File: src/rtl/leitor_fila_pkg.sv
// Shared definitions for the buffer read-side controller: state encoding and default sizes.
package leitor_fila_pkg;

    typedef enum logic {
        VAZIO = 1'b0,
        CHEIO = 1'b1
    } estado_t;

    localparam int DEF_WIDTH = 8;
    localparam int DEF_DEPTH = 2;
    localparam int DEF_PTR_W = 1;

endpackage

File: src/rtl/leitor_fila_contador_ponteiro.sv
// Read-pointer incrementer: advances on enable and wraps from DEPTH-1 back to 0.
module contador_ponteiro #(
    parameter int DEPTH = 2,
    parameter int PTR_W = 1
) (
    input  logic             clk,
    input  logic             rst_n,
    input  logic             en,
    output logic [PTR_W-1:0] count
);

    localparam logic [PTR_W-1:0] LAST = PTR_W'(DEPTH - 1);

    // With DEPTH=1, LAST is 0, so the pointer never leaves 0.
    always_ff @(posedge clk or negedge rst_n) begin
        if (!rst_n) begin
            count <= '0;
        end else if (en) begin
            if (count == LAST) begin
                count <= '0;
            end else begin
                count <= count + 1'b1;
            end
        end
    end

endmodule

File: src/rtl/leitor_fila.sv
// Read-side controller: pops words from buffer storage and holds them on a registered valid/ready port.
module leitor_fila
    import leitor_fila_pkg::*;
#(
    parameter int WIDTH = DEF_WIDTH,
    parameter int DEPTH = DEF_DEPTH,
    parameter int PTR_W = DEF_PTR_W
) (
    input  logic             clk,
    input  logic             rst_n,
    input  logic             empty,
    input  logic [WIDTH-1:0] rd_data,
    input  logic             out_ready,
    output logic             dec,
    output logic [PTR_W-1:0] rd_ptr,
    output logic [WIDTH-1:0] out_data,
    output logic             out_valid
);

    estado_t state;
    estado_t state_next;
    logic    pop;

    assign out_valid = (state == CHEIO);

    // Gated by rst_n so the counter never sees a pop while reset is asserted.
    assign pop = rst_n & ~empty & (~out_valid | out_ready);
    assign dec = pop;

    always_ff @(posedge clk or negedge rst_n) begin
        if (!rst_n) begin
            state <= VAZIO;
        end else begin
            state <= state_next;
        end
    end

    always_comb begin
        state_next = state;
        if (pop) begin
            state_next = CHEIO;
        end else if ((state == CHEIO) && out_ready) begin
            state_next = VAZIO;
        end
    end

    // out_data keeps its last word when the consumer drains the port.
    always_ff @(posedge clk or negedge rst_n) begin
        if (!rst_n) begin
            out_data <= '0;
        end else if (pop) begin
            out_data <= rd_data;
        end
    end

    contador_ponteiro #(
        .DEPTH(DEPTH),
        .PTR_W(PTR_W)
    ) u_ptr (
        .clk  (clk),
        .rst_n(rst_n),
        .en   (pop),
        .count(rd_ptr)
    );

endmodule

File: config.mk
export PLATFORM = sky130hd
export DESIGN_NAME = leitor_fila
export DESIGN_NICKNAME = d
export VERILOG_FILES = /design/src/rtl/leitor_fila_pkg.sv /design/src/rtl/leitor_fila_contador_ponteiro.sv /design/src/rtl/leitor_fila.sv
export SDC_FILE = /design/constraint.sdc
export NUM_CORES = 1
export LEC_CHECK = 0
export BUFFER_PORTS_ARGS = -buffer_cell sky130_fd_sc_hd__buf_4
export CAP_MARGIN = 20
export CORE_AREA = 2 2 39 41
export DETAILED_ROUTE_END_ITERATION = 6
export DIE_AREA = 0 0 41 43
export PLACE_DENSITY = 0.62
export SLEW_MARGIN = 40
export SYNTH_ARGS = -nofsm -noshare
export SYNTH_HDL_FRONTEND = slang
export SYNTH_SLANG_ARGS = --single-unit
export TNS_END_PERCENT = 20
File: constraint.sdc
create_clock -name clk -period 1.6 [get_ports clk]
set_clock_uncertainty 0.2 [all_clocks]
set_input_delay 0.24 -clock clk [delete_from_list [all_inputs] [get_ports clk]]
set_output_delay 0.24 -clock clk [all_outputs]
set_load 0.005 [all_outputs]
Yosys cells after proc, flatten, opt, wreduce, memory -nomap -nowiden
Cells that the tools add are included.
Widths: inputs -> output; s select.

operators by class
  add/sub/neg operators = 1
  multiplexer cells = 3
  bitwise logic cells = 5
  reduce and logical (&&, ||, !) cells = 2

operator list
  kind                 number
  $mux 1               3
  $and 1x1->1          2
  $not 1->1            2
  $reduce_bool 2->1    1
  $add 1x1->1 const B  1
  $logic_and 1x1->1    1
  $or 1x1->1           1

word-level totals
  bits in registers = 10
  input bits = 12

Logic depth before layout (Yosys ltp)
Gate-level depths: netlist of the first run.

  depth after elaboration = 4
  mapped depth = 3
  gate-level depth less buffers = 3

Modules after synthesis
From an unflattened synthesis of the first run, not the netlist that was laid out.

unflattened totals
  cell total of the unflattened synthesis = 24
  area, all modules = 391.6 um^2

by module, submodules not included
  module             instances  cells each  area an instance (um^2)
  leitor_fila        1          22          357.8
  contador_ponteiro  1          2           33.8

Least setup slack after synthesis of the first run
Ideal clock, no wire load.

  kind = register to register
  from = register state (netlist: out_valid)
  to = register out_data[0]
  library setup time = 125 ps
  arrival = 1068 ps
  setup slack = 207 ps
  stages on the path, launching flop included = 3
  path buffers = 0
  cells stage by stage = dfrtp_1 -> a21oi_4 -> mux2_2

between the ends
  cells in the longest elaborated chain, start to end = 3

RTL lines
  what                      line               RTL
  start: declaration        leitor_fila.sv:20  estado_t state;
  start signal: assignment  leitor_fila.sv:34  state <= state_next;
  $not 1->1                 leitor_fila.sv:27  assign pop = rst_n & ~empty & (~out_valid | out_ready);
  $or 1x1->1                leitor_fila.sv:27
  $and 1x1->1               leitor_fila.sv:27
  named net dec             leitor_fila.sv:14  output logic dec,
  end signal: assignment    leitor_fila.sv:52  out_data <= rd_data;
  end: declaration          leitor_fila.sv:16  output logic [WIDTH-1:0] out_data,

The timed path passes the listed nets, and every way through them passes these cells.
A chain may end at the register's enable or synchronous reset.

Worst setup path after layout of the first run
  from = register state (netlist: out_valid)
  to = output port dec

between the ends
  cells in the longest elaborated chain, start to end = 3

RTL lines
  what              line
  $not 1->1         leitor_fila.sv:27
  $or 1x1->1        leitor_fila.sv:27
  $and 1x1->1       leitor_fila.sv:27
  end: declaration  leitor_fila.sv:14

Every way passes these cells.

==> results.md, run 1 <==
- Antenna violations before repair: 0
- Share of layout cells above drive strength 1: 0.709
- Reg2Reg Setup Slack: 0.19 ns
- I/O Buffers: 22
- Crit path capture type: output port
- Hpwl dp: 617 um
- Met3 wire len: 58 um
- PwrDens: 1130 mW/mm^2
- Fin. max-slew vios: 0
- Clk slew on worst S/H paths: 0.07 ns
- Nets: 68
- Row cnt: 14
- Cell Area, Placed: 584 um^2
- VDD IR max: 0.000430 V
- Die width: 41 um
- Vias in the first global route: 290
- H-tree depth: 1
- Post-synth top cells: 10 x dfrtp_1, 8 x mux2_2, 2 x inv_1
- Wire per inst: 11.1 um
- Boundary Pins: 23
- R2r startpoint: out_valid
- Setup-failing EPs final: 0
- Vias: 298
- Pleak: 0.326 nW
- Final period utilization: 0.889
- Critical Path RT: 1.16 ns
- Via-to-Cell Ratio: 4.20
- Max cap viols: 0
- First-pass GRT wire length: 1.26 mm
- Setup crit start: out_valid
- EDFF count, synth: 0
- Clk root buf: clkbuf_4
- CP endpoint: dec
- GPL Wtd Cong: 0.658
- TNS Setup: 0 ns
- Internal: 0.000572 W
- Mapped Area: 392 um^2
- Bufs on Longest Clock Path: 2
- Crit start category: flop
- Combinational share of power: 0.250
- Switching Share: 0.230
- CTS tree: yes
- Switching power total: 0.000171 W
- Antenna cells: 0
- Kind of critical path: reg2out
- #FFs+latches synth: 10
- Height of the die: 43 um
- R2R Path End: out_data[3]
- Top_reg_cell synth: dfrtp_1
- Starting Density: 0.283
- Minimum clock period: 1.42 ns
- Pin count of the biggest net entering global routing: 11
- Ys async rst share: 1.00
- RSZ-0062 raised after global routing: no
- Synth top area cells: dfrtp_1 64%, mux2_2 23%, a21oi_4 4.2%, nand2b_4 3.5%, xor2_1 2.2%
- Post-route ant nets: 0
- Worst min path class: in2reg
- Least-Margin Pin Slew: 0.158 ns
- Area leader, netlist: dfrtp_1
- DRT iter0 DRCs: 0
- Unique masters post-synth: 7
- Total CTS buffers: 3
- Max FO, Critical Path: 3
- Syn nets: 36
- Core area: 0.00138 mm^2
- Latest clock arrival within the worst-skew pair: 0.26 ns
- Critical Path AT: 0.98 ns
- Count leader, synth: dfrtp_1
- Synth top area share: 0.639
- Clock Sink Count: 10
- Drt drc: 0
- Status: completed
- TritonRoute pass-1 iters: 1
- Sequential power share: 0.453
- Metal2 WL: 433 um
- Seq/Total Area, Yosys: 0.639
- Detailed Route WL: 791 um
- Grt ovf: 0
- Syn Inst Count: 24
- Worst rel slew slack: 0.894
- WL met1: 299 um
- Post-Route Utilization: 0.474
- Fmax: 0.703 GHz
- Die Footprint: 0.00176 mm^2
- Gr usage total: 0.111
- Final hold vios: 0
- Yosys warns: 0
- Clock share of power: 0.298
- Design area: 656 um^2
- Synthesized area per cell: 16.3 um^2
- Area grow syn2layout: 67.4%
- Highest routed layer: met3
- Worst-case reg-to-reg path depth: 3
==> kinds of logic (layout without fill, tap and decap cells) <==
logic type,after synthesis,in the layout,share of synthesized area
XOR/XNOR,1,1,0.0224
multiplexers,8,8,0.230
flip-flops,10,10,0.639
AO/OA/AOI/OAI,2,2,0.0543
buffers and inverters,2,33,0.0192
AND/OR/NAND/NOR,1,1,0.0351
==> critical path, stage by stage, from the launching register on <==
cell and delay, ns:
dfrtp_1 0.42, a21oi_4 0.17, buf_4 0.13
==> state kept, by name (all words and copies together), names as in the netlist <==
| signal | cells |
|---|---|
| out_valid | 1 |
| out_data | 8 |
| u_ptr.count | 1 |
==> how the worst min path moves through the flow <==
stage,start,end,depth (start not counted)
2_1_floorplan,rst_n,out_data[0],0
3_3_place_gp,rst_n,out_data[0],2
3_5_place_dp,rst_n,out_valid,2
4_1_cts,rd_data[6],out_data[6],2
5_1_grt,rd_data[4],out_data[4],2
6_report,rd_data[0],out_data[0],2
==> timing repair <==
action | 4_1_cts | 5_1_grt
hold endpoints to repair | 11 | 0
hold buffers | 2 | 0
resized for setup | 0 | 0
buffers inserted | 2 | 0
setup endpoints to repair | 1 | 0
==> power groups by stage <==
| stage | combinational [W] | clock [W] | sequential, W |
|---|---|---|---|
| 4_1_cts | 0.000190 | 0.000229 | 0.000338 |
| 5_1_grt | 0.000202 | 0.000248 | 0.000345 |
| 3_5_place_dp | 0.000181 | 0 | 0.000343 |
| 6_report | 0.000185 | 0.000221 | 0.000336 |
| 3_3_place_gp | 0.000176 | 0 | 0.000341 |
| 2_1_floorplan | 0.0000553 | 0 | 0.000344 |
==> routing by layer <==
layer / GRT usage / vias up
li1: - / 144
met1: 0.128 / 144
met2: 0.175 / 10
met3: 0.0471 / 0
met4: 0.0400 / 0
met5: 0 / -
==> final cells by class <==
| cell class | count | area (um^2) |
|---|---|---|
| Tap cell | 16 | 20.0 |
| Inverter | 2 | 7.51 |
| Sequential cell | 10 | 250 |
| Clock buffer | 4 | 36.3 |
| Fill cell | 135 | 728 |
| Multi-Input combinational cell | 12 | 134 |
| Timing Repair Buffer | 27 | 208 |
==> layout by cell type (no fill, tap or decap) <==
master and n:
nand2b_4 1, dfrtp_1 10, dlygate4sd3_1 2, mux2_2 8, clkbuf_4 3, buf_4 25
xor2_1 1, clkbuf_8 1, inv_1 2, a21oi_4 1, o21ai_0 1
==> metrics by stage <==
step / hold slack (ns) / instances / setup WS (ns) / total power (W)
final: 0.00751 / 71 / 0.178 / 0.000742
after global routing: 0.0000261 / 71 / 0.125 / 0.000795
after CTS: 0.00477 / 71 / 0.157 / 0.000756
after detailed placement: 0.00667 / 63 / 0.104 / 0.000523
after global placement: 0.00302 / 63 / 0.125 / 0.000517
after floorplan: -0.256 / 24 / 0.207 / 0.000400
(Power assumes the default switching activity.)
==> run 2, diff against run 1 <==
--- a/config.mk
+++ b/config.mk
@@ -10,7 +10,7 @@
 export CORE_AREA = 2 2 39 41
 export DETAILED_ROUTE_END_ITERATION = 6
 export DIE_AREA = 0 0 41 43
-export PLACE_DENSITY = 0.62
+export PLACE_DENSITY = 0.59
 export SLEW_MARGIN = 40
 export SYNTH_ARGS = -nofsm -noshare
 export SYNTH_HDL_FRONTEND = slang
==> results.md, run 2 (same netlist as run 1, synthesis figures left out) <==
- Critical Path AT: 1.35 ns (was 0.98 ns)
- CP peak stage delay: 0.42 ns (about the same)
- First-pass GRT wire length: 1.32 mm (was 1.26 mm)
- Boundary Pins: 23 (unchanged)
- Least-Margin Pin Slew: 0.156 ns (was 0.158 ns)
- Max reg flops: 8 (unchanged)
- Drt drc: 0 (unchanged)
- Via-to-Cell Ratio: 4.18 (was 4.20)
- Antenna violations before repair: 0 (unchanged)
- Wire per inst: 11.5 um (was 11.1 um)
- Worst rel slew slack: 0.896 (was 0.894)
- Met1 Use GR: 0.140 (was 0.128)
- Non-Filler Instances: 72 (was 71)
- Clk slew on worst S/H paths: 0.07 ns (about the same)
- Final hold vios: 0 (unchanged)
- Top delay family on crit path: flip-flops (unchanged)
- Final period utilization: 0.876 (was 0.889)
- Setup-failing EPs final: 0 (unchanged)
- Hold path depth: 2 (unchanged)
- Most frequent cells in the layout: 25 x buf_4, 10 x dfrtp_1, 8 x mux2_2, 3 x clkbuf_4, 3 x dlygate4sd3_1 (was 25 x buf_4, 10 x dfrtp_1, 8 x mux2_2, 3 x clkbuf_4)
- Core area: 0.00138 mm^2 (unchanged)
- Kind of critical path: reg2reg (was reg2out)
- Biggest register: out_data (unchanged)
- Height of the die: 43 um (unchanged)
- CP Cell Sequence: a21oi_4, buf_4, mux2_2 (was a21oi_4, buf_4)
- Bufs on Longest Clock Path: 2 (unchanged)
- Area grow syn2layout: 70.0% (was 67.4%)
- Latest clock arrival within the worst-skew pair: 0.26 ns (about the same)
- Filler cells: 124 (was 135)
- Clock Sink Count: 10 (unchanged)
- H-tree depth: 1 (unchanged)
- Setup crit start: out_valid (unchanged)
- Clk root buf: clkbuf_4 (unchanged)
- GPL Wtd Cong: 0.626 (was 0.658)
- Crit path capture type: flop (was output port)
- Max FO, Critical Path: 9 (was 3)
- TritonRoute pass-1 iters: 1 (unchanged)
- Vias in the first global route: 311 (was 290)
- Critical Path RT: 1.55 ns (was 1.16 ns)
- CTS tree: yes (unchanged)
- Detailed Route WL: 827 um (was 791 um)
- Design area: 666 um^2 (was 656 um^2)
- Slowest CP cell: dfrtp_1 (unchanged)
- Most common cell after layout, fill and taps aside: buf_4 (unchanged)
- GRT met3 Usage: 0.0314 (was 0.0471)
- R2r startpoint: out_valid (unchanged)
- Grt ovf: 0 (unchanged)
- Max cap viols: 0 (unchanged)
- Starting Density: 0.283 (unchanged)
- Row cnt: 14 (unchanged)
- DRT iter0 DRCs: 0 (unchanged)
- Die Footprint: 0.00176 mm^2 (unchanged)
- Pin count of the biggest net entering global routing: 11 (unchanged)
- VDD IR max: 0.000487 V (was 0.000430 V)
- Worst min path class: in2reg (unchanged)
- TNS Setup: 0 ns (unchanged)
- Fin. max-slew vios: 0 (unchanged)
- RSZ-0062 raised after global routing: no (unchanged)
- PwrDens: 1120 mW/mm^2 (was 1130 mW/mm^2)
- I/O Buffers: 22 (unchanged)
- Crit start category: flop (unchanged)
- Pleak: 0.331 nW (was 0.326 nW)
- Gr usage total: 0.118 (was 0.111)
- Worst-case reg-to-reg path depth: 3 (unchanged)
- Vias: 301 (was 298)
- Nets: 69 (was 68)
- GR Util met2: 0.175 (unchanged)
- Minimum clock period: 1.40 ns (was 1.42 ns)
- Cell Area, Placed: 584 um^2 (unchanged)
- WP buf/inv: 1 (unchanged)
- Share of layout cells above drive strength 1: 0.696 (was 0.709)
- Status: completed (unchanged)
- Worst Min Path Start: rd_data[4] (was rd_data[0])
- Total CTS buffers: 3 (unchanged)
- Reg2Reg Setup Slack: 0.20 ns (was 0.19 ns)
- Fmax: 0.713 GHz (was 0.703 GHz)
- Stages on the worst setup path: 3 (was 2)
- Most used routing layer: met2 (unchanged)
- Antenna cells: 0 (unchanged)
- Resized cells post-CTS: 0 (unchanged)
- Post-route ant nets: 0 (unchanged)
- Die width: 41 um (unchanged)
- Inst Count DP: 63 (unchanged)
-- run 2: path summary, 6_finish.rpt --
| check | end |
|---|---|
| min | out_data[4] |
| max reg2reg | out_data[2] |
| max | out_data[2] |
| min reg2reg | u_ptr.count |
| min in group asynchronous | u_ptr.count |
| max in group asynchronous | out_data[3] |
-- run 2: timing repair --
action / 4_1_cts / 5_1_grt
hold endpoints to repair: 12 / 0
hold buffers: 3 / 0
setup endpoints to repair: 1 / 0
buffers inserted: 2 / 0
-- run 2: through the flow --
stage	setup WS (ns)	hold slack, ns	total power (W)	utilization
floorplan	0.207	-0.256	0.000400	-
global placement	0.124	-0.00666	0.000518	0.422
detailed placement	0.115	-0.00655	0.000522	0.422
CTS	0.179	0.00196	0.000762	0.481
global route	0.126	0.00268	0.000795	0.481
finish	0.198	0.0122	0.000748	0.481
-- run 2: area by class of cell --
type	instances	area (um^2)	share of cell area
clock buffers	4	36.3	0.0545
multi-input cells	12	134	0.201
flip-flops and latches	10	250	0.376
inverters	2	7.51	0.0113
repair buffers	28	218	0.327
well taps	16	20.0	0.0301
-- run 2: power breakdown --
part / switching, W / leakage, nW / internal [W]
logic: 0.0000577 / 0.192 / 0.000130
registers: 0.0000310 / 0.118 / 0.000306
clock network: 0.0000862 / 0.0210 / 0.000138
total: 0.000175 / 0.331 / 0.000573
-- run 2: layer usage --
layer / vias up / routed length (um) / share of wire
met5: - / 0 / 0
met4: 0 / 6 / 0.0073
met3: 2 / 25 / 0.030
met2: 5 / 496 / 0.60
met1: 149 / 299 / 0.36
li1: 145 / - / -
==> run 3, diff against run 2 <==
--- a/config.mk
+++ b/config.mk
@@ -5,12 +5,12 @@
 export SDC_FILE = /design/constraint.sdc
 export NUM_CORES = 1
 export LEC_CHECK = 0
+export ABC_CLOCK_PERIOD_IN_PS = 1600
 export BUFFER_PORTS_ARGS = -buffer_cell sky130_fd_sc_hd__buf_4
 export CAP_MARGIN = 20
-export CORE_AREA = 2 2 39 41
+export CORE_AREA = 3 3 40 42
 export DETAILED_ROUTE_END_ITERATION = 6
-export DIE_AREA = 0 0 41 43
-export PLACE_DENSITY = 0.59
+export DIE_AREA = 0 0 43 45
 export SLEW_MARGIN = 40
 export SYNTH_ARGS = -nofsm -noshare
 export SYNTH_HDL_FRONTEND = slang
==> results.md, run 3 (same netlist as run 1, synthesis figures left out) <==
- Vias: 310 (was 301)
- Max reg flops: 8 (unchanged)
- Pleak: 0.323 nW (was 0.331 nW)
- Sequential power share: 0.486 (was 0.450)
- Switching Share: 0.247 (was 0.234)
- Max cap viols: 0 (unchanged)
- Drt drc: 0 (unchanged)
- Bufs on Longest Clock Path: 2 (unchanged)
- I/O Buffers: 22 (unchanged)
- Combinational share of power: 0.272 (was 0.250)
- DRT iter0 DRCs: 2 (was 0)
- Pre-CTS setup slack: 0.107 ns (was 0.115 ns)
- Clk root buf: clkbuf_4 (unchanged)
- Height of the die: 45 um (was 43 um)
- Crit start category: flop (unchanged)
- First-pass GRT wire length: 1.35 mm (was 1.32 mm)
- Least-Margin Pin Slew: 0.162 ns (was 0.156 ns)
- Clock Sink Count: 10 (unchanged)
- TNS Setup: 0 ns (unchanged)
- Minimum clock period: 1.42 ns (was 1.40 ns)
- Clk slew on worst S/H paths: 0.06 ns (was 0.07 ns)
- PwrDens: 1070 mW/mm^2 (was 1120 mW/mm^2)
- Resized cells post-CTS: 0 (unchanged)
- Design area: 651 um^2 (was 666 um^2)
- Worst min path class: in2reg (unchanged)
- Wire per inst: 13.1 um (was 11.5 um)
- Latest clock arrival within the worst-skew pair: 0.26 ns (about the same)
- H-tree depth: 1 (unchanged)
- Critical Path AT: 1.36 ns (was 1.35 ns)
- Slowest CP cell: dfrtp_1 (unchanged)
- Final period utilization: 0.887 (was 0.876)
- Nets: 69 (unchanged)
- GPL Wtd Cong: 0.637 (was 0.626)
- Area grow syn2layout: 66.1% (was 70.0%)
- Total CTS buffers: 3 (unchanged)
- Most frequent cells in the layout: 25 x buf_4, 10 x dfrtp_1, 8 x mux2_2, 3 x clkbuf_4, 3 x dlygate4sd3_1 (unchanged)
- CP Cell Sequence: a21oi_4, buf_4, mux2_2 (unchanged)
- Worst rel slew slack: 0.891 (was 0.896)
- RSZ-0062 raised after global routing: no (unchanged)
- Post-route ant nets: 0 (unchanged)
- Most common cell after layout, fill and taps aside: buf_4 (unchanged)
- Biggest register: out_data (unchanged)
- Antenna cells: 0 (unchanged)
- VDD IR max: 0.000504 V (was 0.000487 V)
- Tot Pwr: 0.000693 W (was 0.000748 W)
- Worst Slack Setup Final: 0.181 ns (was 0.198 ns)
- Clock share of power: 0.243 (was 0.300)
- Pin count of the biggest net entering global routing: 11 (unchanged)
- Switching power total: 0.000171 W (was 0.000175 W)
- Share of layout cells above drive strength 1: 0.691 (was 0.696)
- Fmax: 0.705 GHz (was 0.713 GHz)
- Row cnt: 13 (was 14)
- Final hold vios: 0 (unchanged)
- Critical Path RT: 1.54 ns (was 1.55 ns)
- Core area: 0.00128 mm^2 (was 0.00138 mm^2)
- Fin. max-slew vios: 0 (unchanged)
- Antenna violations before repair: 0 (unchanged)
- Grt ovf: 0 (unchanged)
- CTS tree: yes (unchanged)
- Boundary Pins: 23 (unchanged)
- Die Footprint: 0.00194 mm^2 (was 0.00176 mm^2)
- Inst Count DP: 62 (was 63)
- Internal: 0.000522 W (was 0.000573 W)
- Filler cells: 115 (was 124)
- Setup-failing EPs final: 0 (unchanged)
- Non-Filler Instances: 70 (was 72)
- Kind of critical path: reg2reg (unchanged)
- Starting Density: 0.305 (was 0.283)
- TritonRoute pass-1 iters: 3 (was 1)
- Vias in the first global route: 330 (was 311)
- Detailed Route WL: 914 um (was 827 um)
- Cell Area, Placed: 583 um^2 (was 584 um^2)
- Gr usage total: 0.100 (was 0.118)
- Die width: 43 um (was 41 um)
- Status: completed (unchanged)
- CP peak stage delay: 0.42 ns (about the same)
- Via-to-Cell Ratio: 4.43 (was 4.18)
- Max FO, Critical Path: 7 (was 9)
- Crit path capture type: flop (unchanged)
## run 3: final cells by class
cell class	count	area, um^2	share of cell area
inverters	2	7.51	0.0115
well taps	15	18.8	0.0288
repair buffers	28	218	0.335
clock buffers	3	22.5	0.0346
flip-flops and latches	10	250	0.385
multi-input cells	12	134	0.206
## run 3: worst paths after layout
| path | from | endpoint | slack (ns) | cells past startpoint |
|---|---|---|---|---|
| min in group asynchronous | rst_n | out_data[0] | 0.25 | 3 |
| hold reg to reg | u_ptr.count | u_ptr.count | 0.27 | 1 |
| hold / removal | rd_data[7] | out_data[7] | 0.009 | 2 |
| setup / recovery | out_valid | out_data[3] | 0.18 | 3 |
| max in group asynchronous | rst_n | out_data[5] | 0.81 | 3 |
| setup reg to reg | out_valid | out_data[3] | 0.18 | 3 |
## run 3: power by group through the flow
| stage | logic, W | clock network, W | registers, W |
|---|---|---|---|
| after detailed placement | 0.000182 | 0 | 0.000343 |
| after CTS | 0.000193 | 0.000174 | 0.000338 |
| final | 0.000188 | 0.000168 | 0.000337 |
| after global routing | 0.000206 | 0.000186 | 0.000343 |
| after global placement | 0.000178 | 0 | 0.000338 |
| after floorplan | 0.0000553 | 0 | 0.000344 |
## run 3: stage by stage
stage / utilization / hold WS, ns
final: 0.506 / 0.00854
after global routing: 0.506 / 0.00488
after detailed placement: 0.454 / -0.00269
after global placement: 0.454 / -0.0136
after CTS: 0.506 / 0.00208
after floorplan: - / -0.256
## run 3: repair_timing
item | in CTS | in global routing
setup endpoints to repair | 1 | 0
endpoints found under the hold margin | 12 | 0
hold buffers | 3 | 0
buffers inserted | 2 | 0
## run 3: per-layer routing
| layer | routed length (um) | vias up | GRT usage |
|---|---|---|---|
| met2 | 511 | 9 | 0.180 |
| met5 | 0 | - | 0 |
| met1 | 350 | 155 | 0.0925 |
| met3 | 52 | 0 | 0.0279 |
| met4 | 0 | 0 | 0.0904 |
| li1 | - | 146 | - |
## run 3: worst max-delay path: cells and delay by family (launching register included)
kind / cells / cell delay (ns)
compound gates: 1 / 0.16
mux: 1 / 0.34
flops: 1 / 0.42
buf+inv: 1 / 0.18
